### src/rtl/fifo_pkg.sv
// -----------------------------------------------------------------------------
// fifo_pkg
// Shared definitions for the synchronous FIFO and the blocks that feed it.
//   clog2()              : ceil(log2(value)); the same sizing function the FIFO
//                          uses for its usedw counter.
//   ST_IDLE / ST_GRANT   : write-port arbiter FSM state encoding.
// -----------------------------------------------------------------------------
package fifo_pkg;

  function automatic int clog2(input int value);
    int r;
    r = 0;
    while ((1 << r) < value) begin
      r = r + 1;
    end
    return r;
  endfunction

  localparam logic ST_IDLE  = 1'b0;
  localparam logic ST_GRANT = 1'b1;

endpackage

### src/rtl/fifo_rr_wr_arb_rr_pick.sv
// -----------------------------------------------------------------------------
// rr_pick
// Combinational round-robin selector. Scans the requesters in circular order
// starting at the one strictly after `last` and reports the first one found.
// Ports:
//   req  [NREQ-1:0] in  : request vector
//   last [LW-1:0]   in  : index of the most recently served requester
//   next [NREQ-1:0] out : one-hot winner (all zero when nothing requests)
//   any             out : at least one requester present
// -----------------------------------------------------------------------------
module rr_pick
  import fifo_pkg::*;
#(
  parameter int NREQ = 4,
  parameter int LW   = clog2(NREQ)
) (
  input  logic [NREQ-1:0] req,
  input  logic [LW-1:0]   last,
  output logic [NREQ-1:0] next,
  output logic            any
);

  always_comb begin
    logic [LW-1:0] idx;
    next = '0;
    any  = 1'b0;
    idx  = last;
    for (int k = 0; k < NREQ; k++) begin
      // Explicit wrap keeps non-power-of-two NREQ inside 0..NREQ-1.
      if (idx == LW'(NREQ - 1)) begin
        idx = '0;
      end else begin
        idx = idx + LW'(1);
      end
      if (!any && req[idx]) begin
        next[idx] = 1'b1;
        any       = 1'b1;
      end
    end
  end

endmodule

### src/rtl/fifo_rr_wr_arb.sv
// -----------------------------------------------------------------------------
// fifo_rr_wr_arb
// Shares the single FIFO write port among NREQ producers. One producer owns the
// port for a burst of at most MAX_BURST words; ownership rotates round-robin
// with one IDLE cycle between bursts. FIFO full is honoured in the same cycle,
// so no word is ever offered to a full FIFO.
// Ports:
//   clk, rst_n                 : clock, asynchronous active-low reset
//   req      [NREQ-1:0]        : per-producer word valid
//   req_data [NREQ*WIDTH-1:0]  : producer words, producer i at [i*WIDTH +: WIDTH]
//   ack      [NREQ-1:0]        : one-hot, combinational; word written this cycle
//   fifo_full                  : FIFO full flag
//   fifo_wr                    : FIFO write strobe (combinational)
//   fifo_data [WIDTH-1:0]      : FIFO write data (owner's slice)
//   grant    [NREQ-1:0]        : registered one-hot owner, zero when idle
//   busy                       : registered, high while a burst is granted
// -----------------------------------------------------------------------------
module fifo_rr_wr_arb
  import fifo_pkg::*;
#(
  parameter int WIDTH     = 8,
  parameter int NREQ      = 4,
  parameter int MAX_BURST = 4
) (
  input  logic                  clk,
  input  logic                  rst_n,
  input  logic [NREQ-1:0]       req,
  input  logic [NREQ*WIDTH-1:0] req_data,
  output logic [NREQ-1:0]       ack,
  input  logic                  fifo_full,
  output logic                  fifo_wr,
  output logic [WIDTH-1:0]      fifo_data,
  output logic [NREQ-1:0]       grant,
  output logic                  busy
);

  localparam int LW = clog2(NREQ);
  localparam int CW = clog2(MAX_BURST) + 1;

  logic            state_reg;
  logic [NREQ-1:0] grant_reg;
  logic            busy_reg;
  logic [CW-1:0]   burst_cnt_reg;
  logic [LW-1:0]   last_reg;
  logic [LW-1:0]   owner_reg;    // binary form of grant_reg, used for muxing

  logic [NREQ-1:0] pick_next;
  logic            pick_any;
  logic [LW-1:0]   pick_idx;
  logic            owner_req;
  logic            wr;
  logic            last_word;
  logic [WIDTH-1:0] slice [NREQ];

  genvar gi;
  generate
    for (gi = 0; gi < NREQ; gi++) begin : g_slice
      assign slice[gi] = req_data[gi*WIDTH +: WIDTH];
    end
  endgenerate

  rr_pick #(
    .NREQ (NREQ)
  ) u_pick (
    .req  (req),
    .last (last_reg),
    .next (pick_next),
    .any  (pick_any)
  );

  always_comb begin
    pick_idx = '0;
    for (int i = 0; i < NREQ; i++) begin
      if (pick_next[i]) begin
        pick_idx = LW'(i);
      end
    end
  end

  assign owner_req = req[owner_reg];
  // Full is checked here rather than relying on the FIFO's own gating.
  assign wr        = (state_reg == ST_GRANT) && owner_req && !fifo_full;
  assign last_word = (burst_cnt_reg == CW'(MAX_BURST - 1));

  assign fifo_wr   = wr;
  assign ack       = wr ? grant_reg : '0;
  assign fifo_data = slice[owner_reg];
  assign grant     = grant_reg;
  assign busy      = busy_reg;

  always_ff @(posedge clk or negedge rst_n) begin
    if (!rst_n) begin
      state_reg     <= ST_IDLE;
      grant_reg     <= '0;
      busy_reg      <= 1'b0;
      burst_cnt_reg <= '0;
      last_reg      <= LW'(NREQ - 1);   // producer 0 wins first
      owner_reg     <= '0;
    end else begin
      case (state_reg)
        ST_IDLE: begin
          if (pick_any) begin
            state_reg     <= ST_GRANT;
            grant_reg     <= pick_next;
            owner_reg     <= pick_idx;
            busy_reg      <= 1'b1;
            burst_cnt_reg <= '0;
          end
        end
        ST_GRANT: begin
          // A released request ends the burst even if the FIFO is full;
          // a full FIFO with request still high simply holds.
          if (!owner_req || (wr && last_word)) begin
            state_reg <= ST_IDLE;
            grant_reg <= '0;
            busy_reg  <= 1'b0;
            last_reg  <= owner_reg;
          end else if (wr) begin
            burst_cnt_reg <= burst_cnt_reg + CW'(1);
          end
        end
        default: begin
          state_reg <= ST_IDLE;
          grant_reg <= '0;
          busy_reg  <= 1'b0;
        end
      endcase
    end
  end

endmodule

### config.mk
export PLATFORM = sky130hd
export DESIGN_NAME = fifo_rr_wr_arb
export DESIGN_NICKNAME = d
export VERILOG_FILES = /design/src/rtl/fifo_pkg.sv /design/src/rtl/fifo_rr_wr_arb_rr_pick.sv /design/src/rtl/fifo_rr_wr_arb.sv
export SDC_FILE = /design/constraint.sdc
export NUM_CORES = 1
export LEC_CHECK = 0
export ABC_AREA = 1
export ABC_CLOCK_PERIOD_IN_PS = 2100
export CAP_MARGIN = 20
export CORE_ASPECT_RATIO = 1.2
export CORE_MARGIN = 5
export CORE_UTILIZATION = 39
export DETAILED_ROUTE_END_ITERATION = 8
export GPL_ROUTABILITY_DRIVEN = 0
export PLACE_DENSITY = 0.77
export SLEW_MARGIN = 20
export SYNTH_ARGS = -nofsm -noshare
export SYNTH_HDL_FRONTEND = slang
export SYNTH_SLANG_ARGS = --single-unit
export TNS_END_PERCENT = 50
### constraint.sdc
create_clock -name clk -period 2.1 [get_ports clk]
set_input_delay 0.42 -clock clk [delete_from_list [all_inputs] [get_ports clk]]
set_output_delay 0.42 -clock clk [all_outputs]
set_load 0.05 [all_outputs]
## Word level (Yosys, flattened, before mapping)

Index checks and enable logic that the tools add are counted.

- Memories kept: 0
- Word-level logic and storage cells: 105
- Flip-flop bits (word level): 13
- Latch bits: 0
- ROM bits: 0
- Input bits: 39
- Output and inout port bits: 18
- Bits in writable memories: 0

- Reduce and logical (&&, ||, !) cells: 20
- Order comparisons: 10
- Divide/modulo/power cells: 0
- Mux-type cells: 50
- Add/sub/neg operators: 5
- Bitwise gates (word level): 5
- Eq/ne operators: 9
- Multiply operators: 0
- Shift operators: 0

Operator list:

| kind | number |
|---|---|
| 4-bit two-way mux | 7 |
| 1-bit two-way mux | 18 |
| 8-bit binary-select mux with 2-bit select | 1 |
| 8-bit two-way mux | 2 |
| 2-bit by 3-bit less-than comparator with 1-bit output, second input constant | 5 |
| 2-bit two-way mux | 6 |
| 4-bit bitwise OR | 3 |
| 1-bit binary-select mux with 2-bit select | 5 |
| 1-bit logical AND | 10 |
| 3-bit two-way mux | 3 |
| 2-bit by 1-bit adder with 2-bit output, second input constant | 4 |
| 1-bit demux with 2-bit select | 4 |
| 2-bit == test, second input constant | 4 |
| 2-bit by 1-bit >= comparator with 1-bit output, second input constant | 4 |
| 4-bit case mux with 2 select lines | 1 |
| 3-bit case mux with 2 select lines | 1 |
| 2-bit AND reduction | 3 |
| 1-bit logical NOT | 5 |
| 2-bit by 1-bit inequality test with 1-bit output, second input constant | 2 |
| 2-bit inequality test, second input constant | 2 |
| 1-bit case mux with 2 select lines | 2 |
| 3-bit by 1-bit adder with 3-bit output, second input constant | 1 |
| 3-bit by 2-bit == test with 1-bit output, second input constant | 1 |
| 3-bit >= comparator, second input constant | 1 |
| 4 further kinds | 4 |

## Depth between registers and ports, before layout

Gate-level depths: netlist of run 1.

- Word-level depth: 17
- Depth in mapped cells: 14
- Gate-level depth less buffers: 14

## Cells and area by module

A second synthesis of run 1 with hierarchy kept.

- Cells, all modules: 218
- Area, all modules: 1443.9 µm²

By module, submodules not included:

| module | sequential area each (µm²) | instances | area each (µm²) | cells an instance |
|---|---|---|---|---|
| fifo_rr_wr_arb | 327.8 | 1 | 902.1 | 124 |
| rr_pick | 0.0 | 1 | 541.8 | 94 |

## Worst setup path after synthesis of run 1

OpenSTA, ideal clock, no wires.

- Path type: reg2out
- Start point: reg owner_reg[0]
- End point: out ack[0]
- Path buffers: 1
- Cell stages (with the launch flop): 7
- Arrival time: 2327 ps
- Path slack: -647 ps
- Data required time: 1680 ps
- Path through: dfrtp_1 > buf_2 > o21ai_1 > nand2_1 > nor3_2 > inv_1 > nor2_1

- Word-level cells in the longest chain between the ends: 5

Ends and longest elaborated chain:

| item | line | RTL |
|---|---|---|
| start: declaration | fifo_rr_wr_arb.sv:45 | `logic [LW-1:0] owner_reg;` |
| start signal: assignment | fifo_rr_wr_arb.sv:105 | `owner_reg <= pick_idx;` |
| 1-bit binary-select mux with 2-bit select | fifo_rr_wr_arb.sv:80 | `assign owner_req = req[owner_reg];` |
| 1-bit two-way mux (implied by the code) | fifo_rr_wr_arb.sv:80 |  |
| 1-bit logical AND (2 in series) | fifo_rr_wr_arb.sv:82 | `assign wr = (state_reg == ST_GRANT) && owner_req && !fifo_full;` |
| named net fifo_wr | fifo_rr_wr_arb.sv:31 | `output logic fifo_wr,` |
| 4-bit two-way mux | fifo_rr_wr_arb.sv:86 | `assign ack = wr ? grant_reg : '0;` |
| end: declaration | fifo_rr_wr_arb.sv:29 | `output logic [NREQ-1:0] ack,` |

The timed path passes the listed nets, and every way through them passes these cells. The select of a mux whose other input is x is not followed.

## Worst setup path after layout of run 1

- Start point: reg owner_reg[1]
- End point: out ack[3]

- Word-level cells in the longest chain between the ends: 5

Ends and longest elaborated chain:

| item | line |
|---|---|
| 1-bit binary-select mux with 2-bit select | fifo_rr_wr_arb.sv:80 |
| 1-bit two-way mux (implied by the code) | fifo_rr_wr_arb.sv:80 |
| 1-bit logical AND (2 in series) | fifo_rr_wr_arb.sv:82 |
| 4-bit two-way mux | fifo_rr_wr_arb.sv:86 |

No other way between the ends. The select of a mux whose other input is x is not followed.

==> flow_metrics.tcl, run 1 <==
set metrics [dict create \
    critPathBufInv 3 \
    postSynthNetCount 254 \
    fin_skew_ps 0.424 \
    synth_area_per_cell_um2 6.81 \
    internal_power_w 0.00166 \
    grt_pass1_wl_um 6240 \
    fmax_mhz 496 \
    max_slew_margin_pct 62.0 \
    cts-root-buf "clkbuf_8" \
    rows 23 \
    clk_latency_ps 240 \
    startpoint_type "flop" \
    dr.pass1.iters 4 \
    min_period_over_period_pct 95.9 \
    cap_violations 0 \
    power_switching_w 0.00212 \
    hold_class "reg -> reg" \
    power.density_mw_per_mm2 1640 \
    final_area_mm2 0.00231 \
    regToRegEndpoint "burst_cnt_reg[0]" \
    crit_path_max_incr_delay_ps 430 \
    reg2reg_from "last_reg[0]" \
    drive_above_1_share_pct 27.9 \
    yosysSeqAreaShare_pct 23.5 \
    swShare_pct 56.0 \
    routed_via_density 5.09 \
    portBuffers 56 \
    fin_nets 326 \
    hold_end "busy" \
    timing.final.crit_period_ps 2010 \
    final-setup-viol-count 0 \
    area_growth_pct 65.1 \
    routed-via-count 1593 \
    antenna_left 0 \
    synth_area_mm2 0.00140 \
    p_seq_share_pct 11.9 \
    vdd_drop_max_mv 0.858 \
    die_h_um 75.5 \
    run_status "completed" \
    setup.worst_path.end_class "primary output" \
    die_w_um 64.6 \
    rrSetupSlack_ps 140 \
    cts_buffer_depth 2 \
    largest_reg_flops 4 \
    utilization_pct 67.9 \
    layout_common_cells "43 x nand2_1, 39 x clkdlybuf4s50_1, 23 x nor2_1" \
    ys_ff_latch 13 \
    cp_cell_sequence "inv_1 > a21oi_4 > o21ai_4 > nand2_2 > nor3_4 > inv_4 > nor2_4 > buf_12" \
    cts_sinks 13 \
    cts_hold_buf 0 \
    yosys_warnings 0 \
    ys_types 28 \
    p_leak_nw 1.06 \
    critPathMaxFanout 4 \
    dpl_cell_area_mm2 0.00220 \
    min_from "busy" \
    antennaDiodeCount 0 \
    remaining_drc_errors 0 \
    cp.arrival_ps 1590 \
    drv_slew 0 \
    dp_hpwl_um 3210 \
    synthesis.instances 205 \
    grt_pass1_vias 1464 \
    grt_util_all_layers_pct 15.8 \
    worst_path_dominant_cell_family "flip-flops" \
    wirelength_um 3910 \
    path_clk_slew_ps 60 \
    path_class "reg -> out" \
    pre_cts_slack_ps -172 \
    nFillCells 289 \
    overflow 0 \
    coreArea_mm2 0.00340 \
    drtIter0Drc 83 \
    start_util_pct 41.1 \
    clkPwrFrac_pct 5.9 \
    timing.hold.ws_ps 493 \
    die_area_mm2 0.00488 \
    comb_power_share_pct 82.2 \
    htreeDepth 1 \
    critPathSlowestCell "dfrtp_1" \
    wl_per_cell_um 12.5 \
    cts_tree "yes" \
    rr_worst_depth 12 \
    critical_path_required_ps 1680 \
    antenna_found_initial 0 \
    hold_viol 0 \
    final_common_cell "nand2_1" \
    hold_depth 2 \
    worst_slack_ps 85.4 \
    grt_max_degree 19 \
    ios 57 \
    cts_buffers 3 \
    tightest_slew_ps 569 \
]
==> synth_stat cells, drive strengths merged <==
master | count | area, um^2
nor3 | 1 | 10.0
dfrtp | 11 | 275
a21oi | 4 | 20.0
o22ai | 9 | 62.6
nor2 | 29 | 128
nand4 | 3 | 18.8
ha | 10 | 125
nand3 | 20 | 118
clkbuf | 2 | 7.51
o211ai | 1 | 7.51
o21ai | 32 | 194
nand2 | 52 | 245
dfstp | 2 | 52.6
buf | 3 | 21.3
inv | 25 | 93.8
bufinv | 1 | 17.5
==> per-stage QoR <==
step / total power [W] / setup TNS, ps / cells
2_1_floorplan: 0.00257 / -966 / 205
3_3_place_gp: 0.00341 / -627 / 307
3_5_place_dp: 0.00347 / -733 / 307
4_1_cts: 0.00372 / -67.9 / 312
5_1_grt: 0.00407 / -30.4 / 313
6_report: 0.00378 / 0 / 313
==> power groups by stage <==
| stage | Sequential, W | Combinational [W] | Clock [W] |
|---|---|---|---|
| CTS | 0.000432 | 0.00306 | 0.000227 |
| detailed placement | 0.000435 | 0.00303 | 0 |
| global route | 0.000464 | 0.00336 | 0.000243 |
| floorplan | 0.000523 | 0.00204 | 0 |
| global placement | 0.000433 | 0.00298 | 0 |
| finish | 0.000449 | 0.00311 | 0.000224 |
==> cell families after synthesis <==
family                     count (synthesis)  synth area share, %
adders and majority gates                 10                 8.96
buffers and inverters                     31                 10.0
DFF                                       13                 23.5
and+or+nand+nor                          105                 37.2
AOI/OAI and AO/OA                         46                 20.3
==> worst max path at each step <==
stage,start,to,slack [ps],depth (start not counted)
final,owner_reg[1],ack[3],90,8
after global routing,owner_reg[0],fifo_data[6],-30,5
after CTS,owner_reg[0],fifo_data[1],-30,4
after detailed placement,req[1],ack[1],-170,8
after global placement,req[1],ack[1],-160,8
after floorplan,owner_reg[0],ack[0],-110,6
==> what timing repair did <==
item | in CTS | in global routing
gates resized for setup | 8 | 9
endpoints found under the setup margin | 8 | 24
buffers inserted | 1 | 1
pin swaps | 7 | 3
endpoints found under the hold margin | 0 | 0
==> layout make-up <==
| cell class | count | area, um^2 | share of cell area (%) |
|---|---|---|---|
| tap | 37 | 46.3 | 2.01 |
| inverter | 26 | 118 | 5.10 |
| multi-input combinational | 161 | 1020 | 44.4 |
| sequential | 13 | 329 | 14.3 |
| clock buffer | 4 | 45.0 | 1.95 |
| timing repair buffer | 72 | 743 | 32.2 |
==> tightest hold or removal path, delay by kind of cell, from the launching register on <==
kind             cells  cell delay (ps)
AND/OR/NAND/NOR      2              120
flip-flops           1              340
==> layer usage <==
layer,wire (um),part of all wire (%),track usage [%],vias up
met1,1610,41,18.0,739
met2,2130,54,31.0,33
li1,-,-,-,817
met4,29,0.74,3.99,0
met5,0,0,0,-
met3,143,3.7,2.51,4
(Power assumes the default switching activity.)
==> run 2, diff against run 1 <==
- CORE_UTILIZATION: 39 -> 30
- PLACE_DENSITY: 0.77 -> unset
==> run 2 against run 1 <==
Compared with the run above:
- die area grew 25%
- maximum frequency up 0.43%
- total power decreased by 4.0%
- setup slack gained 8.7 ps
- clock-buffer cell count did not move
- routed wire length about the same
- first-iteration DRC count decreased by 17%
- final cell count rose by 7.7%
- sequential power is 3% lower
==> flow_metrics.tcl, run 2 (synthesis results as in run 1) <==
set metrics [dict create \
    worst_path_dominant_cell_family "simple AND/OR/NAND/NOR gates" \
    comb_power_share_pct 81.9 \
    dpl_cell_area_mm2 0.00219 \
    drv_slew 0 \
    routed_via_density 4.64 \
    critPathBufInv 2 \
    die_h_um 84.7 \
    antenna_left 0 \
    die_area_mm2 0.00612 \
    fin_skew_ps 6.54 \
    critPathMaxFanout 6 \
    grt_util_all_layers_pct 13.3 \
    cap_violations 0 \
    p_leak_nw 1.06 \
    htreeDepth 1 \
    final-setup-viol-count 0 \
    placed_cells 328 \
    cts_buffer_depth 2 \
    hold_viol 0 \
    power_switching_w 0.00205 \
    cp_cell_sequence "o21ai_2 > nand2_2 > nor3_4 > inv_4 > nor2_4 > buf_12" \
    portBuffers 56 \
    rows 27 \
    antennaDiodeCount 0 \
    drtIter0Drc 69 \
    regToRegEndpoint "burst_cnt_reg[0]" \
    clkPwrFrac_pct 6.0 \
    drive_above_1_share_pct 28.0 \
    wl_per_cell_um 11.6 \
    hold_depth 2 \
    path_class "reg -> out" \
    fmax_mhz 499 \
    dr.pass1.iters 4 \
    setup.worst_path.end_class "primary output" \
    path_clk_slew_ps 50 \
    rsz0062_at_grt "false" \
    cts_hold_buf 0 \
    rr_worst_depth 13 \
    max_slew_margin_pct 61.5 \
    pre_cts_slack_ps -165 \
    cts_sinks 13 \
    antenna_found_initial 0 \
    timing.final.crit_period_ps 2010 \
    layout_common_cells "43 x nand2_1, 39 x clkdlybuf4s50_1, 26 x buf_4" \
    cp.arrival_ps 1590 \
    min_from "busy" \
    internal_power_w 0.00158 \
    cts-root-buf "clkbuf_8" \
    min_period_over_period_pct 95.5 \
    swShare_pct 56.5 \
    remaining_drc_errors 0 \
    dp_hpwl_um 3270 \
    largest_reg_flops 4 \
    worst_slack_ps 94.1 \
    grt_pass1_wl_um 6710 \
    crit_path_start "owner_reg[0]" \
    reg2reg_from "last_reg[0]" \
    start_util_pct 30.6 \
    run_status "completed" \
    tightest_slew_ps 576 \
    grt_max_degree 19 \
    area_growth_pct 64.6 \
    critical_path_required_ps 1680 \
    vdd_drop_max_mv 0.846 \
    grt_pass1_vias 1493 \
    rrSetupSlack_ps 150 \
    die_w_um 72.3 \
    power.density_mw_per_mm2 1580 \
    cts_buffers 3 \
    coreArea_mm2 0.00456 \
    wirelength_um 3910 \
    final_area_mm2 0.00230 \
    fin_nets 329 \
    clk_latency_ps 240 \
    critPathSlowestCell "dfrtp_2" \
    cts_tree "yes" \
    overflow 0 \
    routed-via-count 1565 \
    layoutNonFillerInstCount 337 \
    hold_end "busy" \
    crit_path_max_incr_delay_ps 460 \
    startpoint_type "flop" \
    hold_class "reg -> reg" \
    final_common_cell "nand2_1" \
    p_seq_share_pct 12.0 \
    ios 57 \
]
[run 2: power by group through the flow]
stage	clock, W	combinational, W	sequential (W)
6_report	0.000219	0.00297	0.000437
5_1_grt	0.000242	0.00328	0.000455
4_1_cts	0.000229	0.00296	0.000432
3_5_place_dp	0	0.00290	0.000434
3_3_place_gp	0	0.00288	0.000432
2_1_floorplan	0	0.00204	0.000523
[run 2: worst register-to-register path: cells and delay by family (launching register included)]
kind,cells,cell delay (ps)
buffers and inverters,2,140
adders and majority gates,1,320
AOI/OAI and AO/OA,2,120
DFF,1,530
and+or+nand+nor,8,740
[run 2: layout make-up]
cell class	count	area, um^2
Inverter	26	118
Fill cell	458	2260
Tap cell	58	72.6
Timing Repair Buffer	75	732
Multi-Input combinational cell	161	1000
Sequential cell	13	329
Clock buffer	4	45.0
[run 2: what timing repair did]
| item | 4_1_cts | 5_1_grt |
|---|---|---|
| gates cloned | 0 | 0 |
| setup endpoints to repair | 6 | 21 |
| setup buffers | 3 | 2 |
| gates resized for setup | 9 | 6 |
| pin swaps | 7 | 0 |
[run 2: per-stage QoR]
step,util (%),setup TNS [ps],hold slack (ps),total power (W)
6_report,50.4,0,490,0.00363
5_1_grt,50.4,0,534,0.00398
4_1_cts,49.6,0,492,0.00362
3_5_place_dp,48.1,-997,471,0.00333
3_3_place_gp,48.1,-903,475,0.00332
2_1_floorplan,-,-966,124,0.00257
[run 2: routing by layer]
metal	vias to the layer above	global-route usage, %	part of all wire, %
met5	-	0	0
met2	35	23.7	52
met3	7	2.16	4.5
met1	698	16.2	42
met4	0	3.59	1.5
li1	825	-	-
[run 2: worst max-delay path by stage]
stage	endpoint	slack, ps	depth (start not counted)
4_1_cts	ack[3]	40	7
3_3_place_gp	ack[0]	-160	8
5_1_grt	ack[3]	5	8
6_report	ack[3]	90	6
3_5_place_dp	ack[0]	-170	8
2_1_floorplan	ack[0]	-110	6
==> run 3, diff against run 2 <==
- CTS_CLUSTER_SIZE: unset -> 25
==> results of run 3 <==
Same layout as run 2: the final DEF is identical, and so are final timing and power.
